===== config.mk =====
export PLATFORM = sky130hd
export DESIGN_NAME = axitrafficgen_dma_seq
export DESIGN_NICKNAME = d
export VERILOG_FILES = /design/src/rtl/axitrafficgen_dma_seq.sv
export SDC_FILE = /design/constraint.sdc
export NUM_CORES = 2
export LEC_CHECK = 0
export ABC_AREA = 1
export BUFFER_PORTS_ARGS = -buffer_cell sky130_fd_sc_hd__buf_2
export CELL_PAD_IN_SITES_DETAIL_PLACEMENT = 1
export CELL_PAD_IN_SITES_GLOBAL_PLACEMENT = 2
export CORE_ASPECT_RATIO = 2
export CORE_MARGIN = 2
export CORE_UTILIZATION = 41
export CTS_CLUSTER_DIAMETER = 100
export DETAILED_ROUTE_END_ITERATION = 7
export GPL_TIMING_DRIVEN = 1
export PLACE_DENSITY = 0.89
export REMOVE_ABC_BUFFERS = 1
export SKIP_CTS_REPAIR_TIMING = 1
export SLEW_MARGIN = 30
export SYNTH_ARGS = -nofsm -noshare
export SYNTH_HDL_FRONTEND = slang
export SYNTH_SLANG_ARGS = --single-unit

===== constraint.sdc =====
create_clock -name clk -period 8.2 [get_ports clk]
set_clock_uncertainty 0.1 [all_clocks]
set_input_delay 0.82 -clock clk [delete_from_list [all_inputs] [get_ports clk]]
set_output_delay 0.82 -clock clk [all_outputs]
set_load 0.01 [all_outputs]

===== src/rtl/axitrafficgen_dma_seq.sv =====
// rtl/axitrafficgen_dma_seq.sv - DMA read-then-write-back burst sequencer for the traffic generator.
// Reads each burst into a local beat buffer, then writes it to the region right after the source.
module axitrafficgen_dma_seq #(
    parameter int DATA_WIDTH = 64,
    parameter int BUF_DEPTH  = 16,
    parameter int CNT_WIDTH  = 16
) (
    input  logic                  clk,
    input  logic                  rst,
    input  logic [31:0]           conf_info_reg1,
    input  logic [31:0]           conf_info_reg2,
    input  logic                  conf_done,
    input  logic                  dma_read_ctrl_ready,
    output logic                  dma_read_ctrl_valid,
    output logic [31:0]           dma_read_ctrl_data_index,
    output logic [31:0]           dma_read_ctrl_data_length,
    output logic [2:0]            dma_read_ctrl_data_size,
    output logic                  dma_read_chnl_ready,
    input  logic                  dma_read_chnl_valid,
    input  logic [DATA_WIDTH-1:0] dma_read_chnl_data,
    input  logic                  dma_write_ctrl_ready,
    output logic                  dma_write_ctrl_valid,
    output logic [31:0]           dma_write_ctrl_data_index,
    output logic [31:0]           dma_write_ctrl_data_length,
    output logic [2:0]            dma_write_ctrl_data_size,
    input  logic                  dma_write_chnl_ready,
    output logic                  dma_write_chnl_valid,
    output logic [DATA_WIDTH-1:0] dma_write_chnl_data,
    output logic                  acc_done,
    output logic [31:0]           debug
);

    localparam int AW = $clog2(BUF_DEPTH);

    typedef enum logic [3:0] {
        S_IDLE    = 4'd0,
        S_RD_REQ  = 4'd1,
        S_RD_DATA = 4'd2,
        S_WR_REQ  = 4'd3,
        S_WR_DATA = 4'd4,
        S_DONE    = 4'd5
    } state_t;

    state_t                state;
    logic                  conf_done_q;
    logic [CNT_WIDTH-1:0]  len;
    logic [CNT_WIDTH-1:0]  nb;
    logic [31:0]           src;
    logic [31:0]           dst;
    logic [31:0]           acc;
    logic [CNT_WIDTH-1:0]  burst_k;
    logic [CNT_WIDTH-1:0]  beats_in;
    logic [CNT_WIDTH-1:0]  beats_out;
    logic [11:0]           bursts_done;
    logic [15:0]           beats_total;
    logic [DATA_WIDTH-1:0] beat_buf [BUF_DEPTH];

    logic                  start;
    logic [15:0]           cfg_len_raw;
    logic [15:0]           cfg_len;
    logic [15:0]           cfg_nb;
    logic [31:0]           cfg_span;
    logic [CNT_WIDTH-1:0]  len_last;
    logic [CNT_WIDTH-1:0]  nb_last;
    logic [CNT_WIDTH-1:0]  beats_out_nxt;

    assign start         = conf_done && !conf_done_q;
    assign cfg_len_raw   = conf_info_reg2[15:0];
    assign cfg_len       = (cfg_len_raw > 16'(BUF_DEPTH)) ? 16'(BUF_DEPTH) : cfg_len_raw;
    assign cfg_nb        = conf_info_reg2[31:16];
    // One-off product at start only; per-burst offsets use the running accumulator.
    assign cfg_span      = 32'(cfg_nb) * 32'(cfg_len);
    assign len_last      = len - CNT_WIDTH'(1);
    assign nb_last       = nb - CNT_WIDTH'(1);
    assign beats_out_nxt = beats_out + CNT_WIDTH'(1);

    assign dma_read_ctrl_data_size  = 3'b011;
    assign dma_write_ctrl_data_size = 3'b011;
    assign debug = {4'(state), bursts_done, beats_total};

    always_ff @(posedge clk) begin
        if (state == S_RD_DATA && dma_read_chnl_valid && dma_read_chnl_ready) begin
            beat_buf[beats_in[AW-1:0]] <= dma_read_chnl_data;
        end
    end

    always_ff @(posedge clk) begin
        if (rst) begin
            state                      <= S_IDLE;
            conf_done_q                <= 1'b0;
            len                        <= '0;
            nb                         <= '0;
            src                        <= '0;
            dst                        <= '0;
            acc                        <= '0;
            burst_k                    <= '0;
            beats_in                   <= '0;
            beats_out                  <= '0;
            bursts_done                <= '0;
            beats_total                <= '0;
            dma_read_ctrl_valid        <= 1'b0;
            dma_read_ctrl_data_index   <= '0;
            dma_read_ctrl_data_length  <= '0;
            dma_read_chnl_ready        <= 1'b0;
            dma_write_ctrl_valid       <= 1'b0;
            dma_write_ctrl_data_index  <= '0;
            dma_write_ctrl_data_length <= '0;
            dma_write_chnl_valid       <= 1'b0;
            dma_write_chnl_data        <= '0;
            acc_done                   <= 1'b0;
        end else begin
            conf_done_q <= conf_done;
            acc_done    <= 1'b0;
            case (state)
                S_IDLE: begin
                    if (start) begin
                        len         <= CNT_WIDTH'(cfg_len);
                        nb          <= CNT_WIDTH'(cfg_nb);
                        src         <= conf_info_reg1;
                        dst         <= conf_info_reg1 + cfg_span;
                        acc         <= '0;
                        burst_k     <= '0;
                        beats_in    <= '0;
                        beats_out   <= '0;
                        bursts_done <= '0;
                        beats_total <= '0;
                        state       <= (cfg_len == 16'd0 || cfg_nb == 16'd0) ? S_DONE : S_RD_REQ;
                    end
                end
                S_RD_REQ: begin
                    if (!dma_read_ctrl_valid) begin
                        dma_read_ctrl_valid       <= 1'b1;
                        dma_read_ctrl_data_index  <= src + acc;
                        dma_read_ctrl_data_length <= 32'(len);
                    end else if (dma_read_ctrl_ready) begin
                        dma_read_ctrl_valid <= 1'b0;
                        dma_read_chnl_ready <= 1'b1;
                        state               <= S_RD_DATA;
                    end
                end
                S_RD_DATA: begin
                    if (dma_read_chnl_valid && dma_read_chnl_ready) begin
                        beats_in <= beats_in + CNT_WIDTH'(1);
                        if (beats_in == len_last) begin
                            dma_read_chnl_ready <= 1'b0;
                            state               <= S_WR_REQ;
                        end
                    end
                end
                S_WR_REQ: begin
                    if (!dma_write_ctrl_valid) begin
                        dma_write_ctrl_valid       <= 1'b1;
                        dma_write_ctrl_data_index  <= dst + acc;
                        dma_write_ctrl_data_length <= 32'(len);
                    end else if (dma_write_ctrl_ready) begin
                        dma_write_ctrl_valid <= 1'b0;
                        dma_write_chnl_valid <= 1'b1;
                        dma_write_chnl_data  <= beat_buf[0];
                        state                <= S_WR_DATA;
                    end
                end
                S_WR_DATA: begin
                    if (dma_write_chnl_ready) begin
                        beats_total <= beats_total + 16'd1;
                        if (beats_out == len_last) begin
                            dma_write_chnl_valid <= 1'b0;
                            beats_in             <= '0;
                            beats_out            <= '0;
                            burst_k              <= burst_k + CNT_WIDTH'(1);
                            acc                  <= acc + 32'(len);
                            if (bursts_done != 12'hFFF) begin
                                bursts_done <= bursts_done + 12'd1;
                            end
                            state <= (burst_k == nb_last) ? S_DONE : S_RD_REQ;
                        end else begin
                            beats_out           <= beats_out_nxt;
                            dma_write_chnl_data <= beat_buf[beats_out_nxt[AW-1:0]];
                        end
                    end
                end
                S_DONE: begin
                    acc_done <= 1'b1;
                    state    <= S_IDLE;
                end
                default: state <= S_IDLE;
            endcase
        end
    end

endmodule


Word-level counts from Yosys, hierarchy flattened. Memories as Yosys holds them, arrays and structs flattened. Cells that the tools add are included.

Reductions and logical operators: 24. Equal/unequal tests: 20. $add $sub $neg: 11. Magnitude comparators: 1. Multiply operators: 1. Multiplexer cells: 57. Bitwise operators: 2.

Operators with widths (count): $mux 64 (4); $mux 16 (10); $pmux 64 s2 (1); $add 32x32->32 (3); $mux 32 (3); $pmux 16 s2 (3); $add 16x1->16 const B (4); $pmux 32 s2 (1); $eq 16x16->1 (3); $mux 12 (4); $pmux 16 s3 (1); $mux 4 (9); $add 32x16->32 (1); $logic_not 16->1 (2); $mul 16x16->32 (1); $sub 16x1->16 const B (2); $reduce_and 5->1 (5); $pmux 12 s2 (1); $pmux 4 s5 (1); $ne 2x2->1 const B (9); $gt 16x5->1 const B (1); $mux 1 (15); $add 12x1->12 const B (1); $ne 12x12->1 const B (1); 17 further kinds (30).

Bits in writable memories: 1024. Word-level logic and storage cells: 139. Bits in registers: 374. Input bits: 135. Memories: 1. Output and inout port bits: 235.

Memory list: beat_buf (depth 16, width 64, rd ports 2, clocked after memory_dff 0, wr ports 1, RTL line 56) `logic [DATA_WIDTH-1:0] beat_buf [BUF_DEPTH];`.

Longest topological paths before layout.
Depth after elaboration: 7. Gate-level depth with buffers: 35. Depth with buffers taken out: 35.

Least setup slack after synthesis. Ideal clock, no wire load.

Kind: input to register. Start point: input conf_info_reg2[8]. End point: register dst[20]. Setup time: 116 ps. Path buffers: 0. Data required time: 7984 ps. Arrival: 6762 ps. Slack: 1222 ps. Stages on the path: 26. Cell sequence: or2_2 -> nor4_1 -> and2_1 -> inv_1 -> nor2_1 -> nand2_1 -> clkinv_1 -> nand2_1 -> fa_1 -> fa_1 -> fa_1 -> inv_1 -> fa_1 -> fa_1 -> inv_1 -> fa_1 -> inv_1 -> ha_1 -> a21oi_1 -> inv_1 -> a21oi_1 -> a21boi_0 -> o21ai_0 -> xor2_1 -> o21ai_0 -> inv_1.

Cells in the longest elaborated chain, start to end: 4.

RTL lines: from (decl) (RTL line 11) `input logic [31:0] conf_info_reg2,`; $gt 16x5->1 (RTL line 69) `assign cfg_len = (cfg_len_raw > 16'(BUF_DEPTH)) ? 16'(BUF_DEPTH) : cfg_len_raw;`; $mux 16 * (RTL line 69); $mul 16x16->32 * (RTL line 72) `assign cfg_span = 32'(cfg_nb) * 32'(cfg_len);`; $add 32x32->32 * (RTL line 120) `dst <= conf_info_reg1 + cfg_span;`; to (signal assigned) (RTL line 120); to (decl) (RTL line 49) `logic [31:0] dst;`.

Mark *: on every way between the ends. The rest lies on a longest branch, timed or not. A chain may end at the register's enable or synchronous reset.

Worst setup path in the final report.
Start point: input conf_info_reg2[8]. End point: register dst[24].

Same word-level chain as after synthesis.

==> flow_metrics.tcl <==
set metrics [dict create \
    status "finished, final reports clean" \
    dr.pass1.iters 5 \
    required_ns 8.75 \
    worst_hold_startpoint "conf_done" \
    antenna_left 0 \
    cts_sinks 1397 \
    synthesis.area_um2 68900 \
    avgSynthCellArea_um2 10.2 \
    seqPwrFrac_pct 33.4 \
    r2r-end "beat_buf[3][47]" \
    cts_buffer_depth 4 \
    ys_ff_latch 1397 \
    grt_usage_pct 27.2 \
    final_max_slew_viol_count 0 \
    finalSetupViolCount 0 \
    holdPathStages 3 \
    whs_endpoint "conf_done_q" \
    r2r_slack_ns 3.87 \
    cp_max_fo 10 \
    crit_slowest_cell "fa_1" \
    r2r-start "state[1]" \
    min_path_type "input port to flop" \
    utilization_pct 46.7 \
    insertion_delay_ns 0.79 \
    grt_pass1_vias 57800 \
    clk_pin_slew_worst_paths_ns 0.07 \
    antenna_found_initial 22 \
    cp-end-kind "flop" \
    drt_iter0_drc 3492 \
    cp_slowest_stage_delay_ns 0.56 \
    cp.arrival_ns 7.87 \
    dr_total_vias 53400 \
    p_sw_mw 9.84 \
    synthArstFlopShare_pct 0 \
    p_leak_nw 30.0 \
    cts.htree.levels 4 \
    cts_buffers 140 \
    grtUsageMet3_pct 4.14 \
    io_pins 370 \
    port_buffers 330 \
    die-area_um2 171000 \
    timing.final.ws_setup_ns 0.881 \
    placed_cells 9172 \
    clock_power_share_pct 25.6 \
    use_met2_pct 50.6 \
    power_frac_comb_pct 41.0 \
    critical_path_class "input port to flop" \
    syn2layout_area_growth_pct 13.0 \
    period_needed_ns 7.32 \
    hold_viol_final 0 \
    layout_worst_path_cycle_share_pct 89.3 \
    start_util_pct 41.3 \
    drive_gt1_share_pct 9.51 \
    grt_use_met1_pct 28.2 \
    place_congestion 0.946 \
    ff_latch_area_um2 38200 \
    synth_edf_count 1024 \
    cts_root_buffer "clkbuf_16" \
    stdcell_count 9422 \
    route.detailed.drc 0 \
    cpMostUsedCell "fa_1" \
    fp-row-count 212 \
    grt_max_degree 207 \
    p_total_mw 24.7 \
    cts_tree "yes" \
    synth-warning-count 0 \
    p_sw_share_pct 39.8 \
    rsz0062_at_grt "false" \
    worstRegToRegCells 9 \
    synth-seq-area-share_pct 55.5 \
    grt_overflow 0 \
    num-fill-cells 18500 \
    worst_pin_slew_ns 1.14 \
    fmax_mhz 137 \
    multi_input_area_um2 27400 \
    slew_headroom_pct 24.0 \
    p_int_mw 14.9 \
    cp-start-kind "input port" \
    drt-total-wl_um 235000 \
    fp.coreArea_um2 167000 \
    dieWidth_um 294 \
    grt_pass1_wl_um 351000 \
    dp_hpwl_um 157000 \
    pre_cts_slack_ns 0.193 \
    viasPerCell 5.67 \
    die_h_um 584 \
    p_per_area_nw_per_um2 317 \
    irDropWorstVdd_mv 0.280 \
    synthFlopType "edfxtp_1" \
    synthCells 6778 \
    drv_cap 0 \
    nets 7726 \
    wl_per_cell_um 25.0 \
    grt_busiest_layer "met2" \
    fin_hold_ws_ns 0.219 \
    ys_types 58 \
]
## how the worst max path moves through the flow
stage | start | to | slack, ns | cells past startpoint
after floorplan | beats_out[0] | dma_write_chnl_data[0] | -10.82 | 7
final | conf_info_reg2[8] | dst[24] | 0.88 | 28
after detailed placement | conf_info_reg2[8] | dst[23] | 0.19 | 31
after global routing | conf_info_reg2[8] | dst[23] | 0.45 | 31
after global placement | conf_info_reg2[8] | dst[24] | 0.23 | 29
after CTS | conf_info_reg2[8] | dst[23] | 0.95 | 31
## sequential cells by signal, indices dropped and copies added, names as in the netlist, 32 cells and up
name / flops
dma_read_ctrl_data_index: 32
acc: 32
beat_buf: 1024
dma_write_chnl_data: 64
dma_write_ctrl_data_index: 32
dst: 32
src: 32
## cells in the final DEF, fill, tap and decap left out, types with 8 or more instances in the layout
master and n:
edfxtp_1 1024, nor2_1 961, o21ai_0 868, inv_1 687, nand2_1 623, dfxtp_1 372
buf_2 329, a21oi_1 317, nand3_1 245, fa_1 228, conb_1 215, ha_1 186
o22ai_1 148, clkbuf_16 145, o211ai_1 144, o221ai_1 135, xor2_1 89, buf_4 78
nor3_1 52, nand4_1 43, xnor2_1 38, clkbuf_1 27, clkinv_2 22, o21ai_1 21
nor4_1 20, nor2_4 20, clkinv_1 19, a21o_1 19, clkbuf_8 19, or2_2 15
a22o_1 15, a31oi_1 12, nor2_2 11, o21bai_1 11, nand3b_1 9, nor3b_1 9
o21a_1 9, diode_2 8
## final cells by class
| type | instances | share of cell area [%] |
|---|---|---|
| tap | 2140 | 3.44 |
| sequential | 1397 | 49.1 |
| multi-input combinational | 4516 | 35.2 |
| clock inverter | 49 | 0.481 |
| timing repair buffer | 421 | 3.22 |
| clock buffer | 191 | 5.13 |
| antenna | 8 | 0.0257 |
| inverter | 700 | 3.40 |
## power by group through the flow
stage               registers (mW)  clock network, mW  logic [mW]
floorplan                     8.52                  0        6.50
global placement              8.39                  0        9.62
detailed placement            8.40                  0        9.85
CTS                           8.26               6.42        9.95
global route                  8.29               6.64        11.4
finish                        8.26               6.32        10.1
## cell usage after synthesis, types with 19 or more instances
master,count,area [µm²]
o211ai_1,144,1080
dfxtp_1,373,7470
o21ai_0,869,4350
buf_4,45,338
nor2_1,981,3680
o22ai_1,148,926
o221ai_1,135,1180
a21oi_1,317,1590
xor2_1,91,797
nand3_1,245,1230
nor4_1,21,131
xnor2_1,38,333
inv_1,690,2590
o21ai_1,20,100
fa_1,228,4560
buf_1,22,82.6
a21o_1,19,143
nand4_1,43,269
nor3_1,52,260
clkbuf_1,290,1090
edfxtp_1,1024,30700
nand2_1,623,2340
ha_1,187,2340
buf_2,19,95.1
## per-layer routing
| layer | wire length (µm) | up-vias |
|---|---|---|
| met5 | 131 | - |
| met4 | 16100 | 20 |
| met3 | 12900 | 616 |
| met2 | 125000 | 1727 |
| met1 | 80700 | 27000 |
| li1 | - | 24100 |
## cells by family after synthesis
group,share of synthesized area [%]
AND/OR/NAND/NOR,12.1
XOR/XNOR,1.71
adder cells (fa/ha/maj),10.0
AO/OA/AOI/OAI,14.5
other,0.0109
buffers and inverters,6.17
flip-flops,55.5
## worst max-delay path, delay by kind of cell
family                   cells  cell delay, ns
buffers and inverters        7            0.63
adder cells (fa/ha/maj)      7            3.30
AND/OR/NAND/NOR             11            1.91
AO/OA/AOI/OAI                3            1.14
## per-stage QoR
step	TNS [ns]	area, µm²
floorplan	-804.85	68100
global placement	0	73300
detailed placement	0	73400
CTS	0	77800
global route	0	77800
finish	0	77900
No activity file was read; power rests on OpenSTA's default activity.
